--- config.mk ---
export PLATFORM = sky130hd
export DESIGN_NAME = fft_peak_reader
export DESIGN_NICKNAME = d
export VERILOG_FILES = /design/src/rtl/fft_peak_reader.sv
export SDC_FILE = /design/constraint.sdc
export NUM_CORES = 2
export LEC_CHECK = 0
export BUFFER_PORTS_ARGS = -buffer_cell sky130_fd_sc_hd__buf_2
export CAP_MARGIN = 20
export CORE_ASPECT_RATIO = 1.4
export CORE_MARGIN = 1
export CORE_UTILIZATION = 45
export DETAILED_ROUTE_END_ITERATION = 16
export PLACE_DENSITY = 0.61
export RECOVER_POWER = 100
export SLEW_MARGIN = 40
export SYNTH_ARGS = -nofsm -noshare
export SYNTH_HDL_FRONTEND = slang
export SYNTH_SLANG_ARGS = --single-unit
--- constraint.sdc ---
create_clock -name clk -period 9.92 [get_ports clk]
set_input_delay 1.488 -clock clk [delete_from_list [all_inputs] [get_ports clk]]
set_output_delay 1.488 -clock clk [all_outputs]
set_load 0.05 [all_outputs]
--- src/rtl/fft_peak_reader.sv ---
// fft_peak_reader
//   Sweeps the positive-frequency half of an FFT result memory (bins 1..N/2-1),
//   computes re^2+im^2 for each bin and reports the bin with the largest
//   magnitude. The lowest bin wins ties.
//
// Ports
//   clk        : sole clock, rising edge
//   reset      : synchronous, active-high
//   fft_done   : starts a sweep when sampled high in IDLE
//   rd_adr     : read address into the result memory (0 while idle)
//   rd_data    : {signed real, signed imag}, valid one cycle after rd_adr
//   busy       : high while a sweep is in progress
//   peak_valid : one-cycle pulse when peak_bin/peak_mag carry a new result
//   peak_bin   : bin index of the maximum magnitude
//   peak_mag   : unsigned re^2+im^2 of peak_bin
module fft_peak_reader #(
  parameter int bit_width = 16,
  parameter int N         = 512,
  parameter int M         = $clog2(N)
) (
  input  logic                   clk,
  input  logic                   reset,
  input  logic                   fft_done,
  output logic [M-1:0]           rd_adr,
  input  logic [2*bit_width-1:0] rd_data,
  output logic                   busy,
  output logic                   peak_valid,
  output logic [M-1:0]           peak_bin,
  output logic [2*bit_width-1:0] peak_mag
);

  localparam logic [M-1:0] FIRST_ADR = M'(1);
  localparam logic [M-1:0] LAST_ADR  = M'(N/2 - 1);

  typedef enum logic [1:0] {IDLE, READ, FLUSH, REPORT} state_t;

  state_t state, state_nxt;
  logic   flush_cnt;

  // Squared magnitude. Each square is at most 2^(2*bit_width-2), so the
  // signed products never wrap; the sum needs the full unsigned range.
  function automatic logic [2*bit_width-1:0] mag_sq(
    input logic signed [bit_width-1:0] re,
    input logic signed [bit_width-1:0] im
  );
    logic signed [2*bit_width-1:0] re_x, im_x, re_sq, im_sq;
    re_x  = {{bit_width{re[bit_width-1]}}, re};
    im_x  = {{bit_width{im[bit_width-1]}}, im};
    re_sq = re_x * re_x;
    im_sq = im_x * im_x;
    return $unsigned(re_sq) + $unsigned(im_sq);
  endfunction

  always_ff @(posedge clk) begin
    if (reset) state <= IDLE;
    else       state <= state_nxt;
  end

  always_comb begin
    state_nxt = state;
    case (state)
      IDLE:    if (fft_done) state_nxt = READ;
      READ:    if (rd_adr == LAST_ADR) state_nxt = FLUSH;
      FLUSH:   if (flush_cnt) state_nxt = REPORT;
      REPORT:  state_nxt = IDLE;
      default: state_nxt = IDLE;
    endcase
  end

  always_comb begin
    busy       = (state != IDLE);
    peak_valid = (state == REPORT);
  end

  // Address counter: loads 1 on entry to READ, increments while staying in
  // READ, and parks at 0 otherwise.
  always_ff @(posedge clk) begin
    if (reset) begin
      rd_adr    <= '0;
      flush_cnt <= 1'b0;
    end else begin
      if (state_nxt == READ)
        rd_adr <= (state == READ) ? rd_adr + M'(1) : FIRST_ADR;
      else
        rd_adr <= '0;
      flush_cnt <= (state == FLUSH) ? ~flush_cnt : 1'b0;
    end
  end

  // p1: memory output for the address presented last cycle
  logic [M-1:0]                 bin_p1;
  logic                         vld_p1;
  logic signed [bit_width-1:0]  re_p1, im_p1;

  assign re_p1 = $signed(rd_data[2*bit_width-1:bit_width]);
  assign im_p1 = $signed(rd_data[bit_width-1:0]);

  always_ff @(posedge clk) begin
    if (reset) begin
      bin_p1 <= '0;
      vld_p1 <= 1'b0;
    end else begin
      bin_p1 <= rd_adr;
      vld_p1 <= (state == READ);
    end
  end

  // p2: registered magnitude with its bin tag
  logic [2*bit_width-1:0] mag_p2;
  logic [M-1:0]           bin_p2;
  logic                   vld_p2;

  always_ff @(posedge clk) begin
    if (reset) begin
      mag_p2 <= '0;
      bin_p2 <= '0;
      vld_p2 <= 1'b0;
    end else begin
      mag_p2 <= mag_sq(re_p1, im_p1);
      bin_p2 <= bin_p1;
      vld_p2 <= vld_p1;
    end
  end

  // Compare: running max. The candidate is used combinationally so the last
  // bin's compare lands in the peak registers on the edge into REPORT.
  logic [2*bit_width-1:0] max_mag, cand_mag;
  logic [M-1:0]           max_bin, cand_bin;
  logic                   take;

  always_comb begin
    take     = vld_p2 && ((bin_p2 == FIRST_ADR) || (mag_p2 > max_mag));
    cand_mag = take ? mag_p2 : max_mag;
    cand_bin = take ? bin_p2 : max_bin;
  end

  always_ff @(posedge clk) begin
    if (reset) begin
      max_mag  <= '0;
      max_bin  <= '0;
      peak_mag <= '0;
      peak_bin <= '0;
    end else begin
      max_mag <= cand_mag;
      max_bin <= cand_bin;
      if (state == FLUSH && flush_cnt) begin
        peak_mag <= cand_mag;
        peak_bin <= cand_bin;
      end
    end
  end

endmodule

==> impl_metrics.csv <==
group,metric,value,unit
run_status,status,"complete, but fails checks",
run_status,violations,"capacitance limit, slew limit",
logic_synthesis,ys_ff_latch,146,
logic_synthesis,syn_nets,3292,
clock_network,cts_setup_buffers,0,
logic_synthesis,avgSynthCellArea,9.45,sq um
sta,relSlewSlack,-147,%
logic_synthesis,synthDistinctLibCells,62,
critical_path,cp_slowest_cell,"clkbuf_1",
clock_network,cts_tree,"yes",
grt,track_usage,22.4,%
critical_path,arrival,9310,ps
sta,finalCritPeriodShare,90.7,%
route,drc,0,
placement,io_buffers,86,
route,vias,16500,
grt,grt_overflow,0,
logic_synthesis,synth_flop_cell,"dfxtp_1",
logic_synthesis,synthCells,2550,
finish,area_growth_syn_to_layout,5.19,%
flow_run,drv_cap,2,
sta,tightest_slew,3710,ps
floorplanning,fp-row-count,100,
hold_path,hold_path.class,"reg2reg",
route,via_per_inst,5.02,
logic_synthesis,synth_fa_ha_area_share,52.9,%
placement,hpwl,48700,microns
clock_network,clock_sinks,146,
logic_synthesis,syn-cell-area,24100,sq um
grt,grt_max_degree,93,
critical_path,crit_path_frequent_cell,"fa_1",
clock_network,cts_buffers,17,
critical_path,critPathRequiredTime,10230,ps
critical_path,cp-start-kind,"input pin",
finish,fin_util,47.8,%
logic_synthesis,synth_compound_area_share,7.23,%
sta,finalSetupViolations,0,
finish,fillers,5153,
finish,n_antenna_cell,0,
logic_synthesis,synthXorXnorAreaFrac,2.25,%
finish,drive_above_1_share,4.61,%
sta,slew_violations,145,
clock_network,cts_resized,0,
sta,whs,428,ps
floorplanning,dieWidth,198,microns
grt,grt_pass1_vias,18600,
sta,finalHoldViolations,0,
critical_path,path_cells,"clkbuf_1, and2_0, fa_1, fa_1, fa_1, inv_1, fa_1, inv_1, fa_1, fa_1, fa_1, inv_1, fa_1, inv_1, ha_1, nand3_1, nor2_1, nand2_1, nor4b_1, o2111ai_1, a31oi_1, mux2_1",
logic_synthesis,yosys_warnings,0,
floorplanning,die_height,276,microns
clock_network,clk-insertion-delay-late,430,ps
critical_path,end_kind,"flop",
clock_network,path_clk_slew,60,ps
sta,max_freq,0.111,GHz
critical_path,max_stage_delay,890,ps
critical_path,critPathMaxFanout,18,
clock_network,htree_levels,4,
sta,fin_setup_tns,0,ps
route,routed_wl,56700,microns
finish,nNetsFinal,3311,
grt,antenna_found_initial,2,
sta,min_period,8990,ps
placement,place.gp.congestion,0.926,
grt,grt_pass1_wl,95600,microns
route,drt_first_pass_iters,5,
logic_synthesis,yosys.area_share.simple,12.4,%
clock_network,root_buffer,"clkbuf_16",
logic_synthesis,muxShareOfSynthArea,0.322,%
critical_path,worst-setup-path-type,"in2reg",
sta,rsz0062_at_grt,"false",
floorplanning,design.core.area,53100,sq um
clock_network,clockBufferDepth,2,
floorplanning,dieArea,54500,sq um
logic_synthesis,async_flop_share,0,%
route,routedWlPerCell,17.2,microns
floorplanning,start_util,45.4,%
logic_synthesis,ys_seq_area_share,12.1,%
floorplanning,num_io_pins,87,
route,final_antenna_net_count,0,
logic_synthesis,synth_top_family_by_area,"adder cells",
route,drtIter0Drc,701,
logic_synthesis,synth-edff-count,0,
clock_network,cts_hold_buf,0,
sta,clock_skew,9.06,ps
[area by class of cell]
| class | instances | area [sq um] | area share [%] |
|---|---|---|---|
| Multi-Input combinational cell | 1610 | 17900 | 70.5 |
| Sequential cell | 146 | 2920 | 11.5 |
| Inverter | 693 | 2600 | 10.3 |
| Tap cell | 714 | 893 | 3.52 |
| Timing Repair Buffer | 101 | 479 | 1.89 |
| Clock buffer | 17 | 425 | 1.68 |
| Clock inverter | 15 | 145 | 0.573 |
[placed cells by master, fill, tap and decap left out, drive strengths merged, types with 43 or more instances in the layout]
cell type  netlist  final
inv            690    698
fa             521    521
ha             186    186
nor2           179    179
nand2          150    150
dfxtp          146    146
and2            83     83
a21oi           76     76
clkbuf          69     72
o21ai           63     63
nand3           50     50
nor2b           47     47
buf             32     46
xnor2           45     45
a2111oi         43     43
nor4            43     43
[per-stage QoR]
stage / instance area [sq um] / cells / worst slack [ps]
after floorplan: 24100 / 2550 / 1020
after global placement: 25100 / 3264 / 889
after detailed placement: 25100 / 3264 / 741
after CTS: 25700 / 3296 / 1190
after global routing: 25300 / 3296 / 532
final: 25300 / 3296 / 926
[cells in the mapped netlist, drive strengths merged (2+ instances only)]
cell / n / area, sq um
nand2b: 13 / 81.3
xnor2: 45 / 394
a31oi: 2 / 12.5
nor3: 9 / 45.0
o211ai: 2 / 15.0
a21oi: 76 / 380
a2111oi: 43 / 628
or2: 6 / 37.5
nor4: 43 / 394
xor2: 17 / 149
a31o: 4 / 35.0
nor2b: 47 / 294
and3: 3 / 18.8
mux2: 6 / 67.6
fa: 521 / 10400
o21a: 5 / 37.5
clkbuf: 69 / 259
nand2: 150 / 571
clkinv: 3 / 11.3
nand3: 50 / 250
a21o: 14 / 105
o22ai: 2 / 12.5
dfxtp: 146 / 2920
o21bai: 2 / 15.0
o31ai: 4 / 43.8
buf: 32 / 191
nor2: 179 / 672
inv: 690 / 2590
and2: 83 / 519
nand4: 10 / 62.6
o31a: 3 / 27.5
ha: 186 / 2330
a211oi: 7 / 57.6
or3: 2 / 12.5
o21ai: 63 / 319
[sequential cells by signal (all words and copies together) (netlist names)]
register and cells:
max_mag 32, vld_p2 1, bin_p2 9, vld_p1 1, rd_adr 9, flush_cnt 1, peak_mag 32, bin_p1 9
mag_p2 32, peak_bin 9, max_bin 9, state 2
[kinds of logic (layout without fill, tap and decap cells)]
| family | count (synthesis) | after routing |
|---|---|---|
| buffers and inverters | 794 | 826 |
| adders and majority gates | 707 | 707 |
| and+or+nand+nor | 600 | 600 |
| AOI/OAI and AO/OA | 233 | 233 |
| DFF | 146 | 146 |
| xor gates and xnor gates | 62 | 62 |
| muxes | 7 | 7 |
| other | 1 | 1 |
[worst max-delay path, delay by kind of cell]
kind	cells	cell delay [ps]
buffers and inverters	5	1500
muxes	1	340
and+or+nand+nor	5	1180
adders and majority gates	9	4280
AOI/OAI and AO/OA	2	490
[routing by layer]
metal / vias to the layer above / share of wire (%) / track usage [%] / wire (microns)
li1: 7681 / - / - / -
met1: 8426 / 39 / 25.4 / 22300
met2: 311 / 55 / 43.3 / 30900
met3: 118 / 2.5 / 1.65 / 1430
met4: 2 / 3.6 / 8.32 / 2060
met5: - / 0.023 / 0 / 13
[path summary, 6_finish.rpt]
check                   start           to  slack, ps  cells past startpoint
setup reg to reg  max_mag[23]  peak_bin[7]       6650                     10
hold reg to reg     flush_cnt    flush_cnt        430                      1
hold / removal      flush_cnt    flush_cnt        430                      1
setup / recovery  rd_data[20]   mag_p2[31]        930                     22
Power is left out: the tool's default activity adds up to more than one toggle a clock period on the data nets, which glitch-free logic cannot reach.
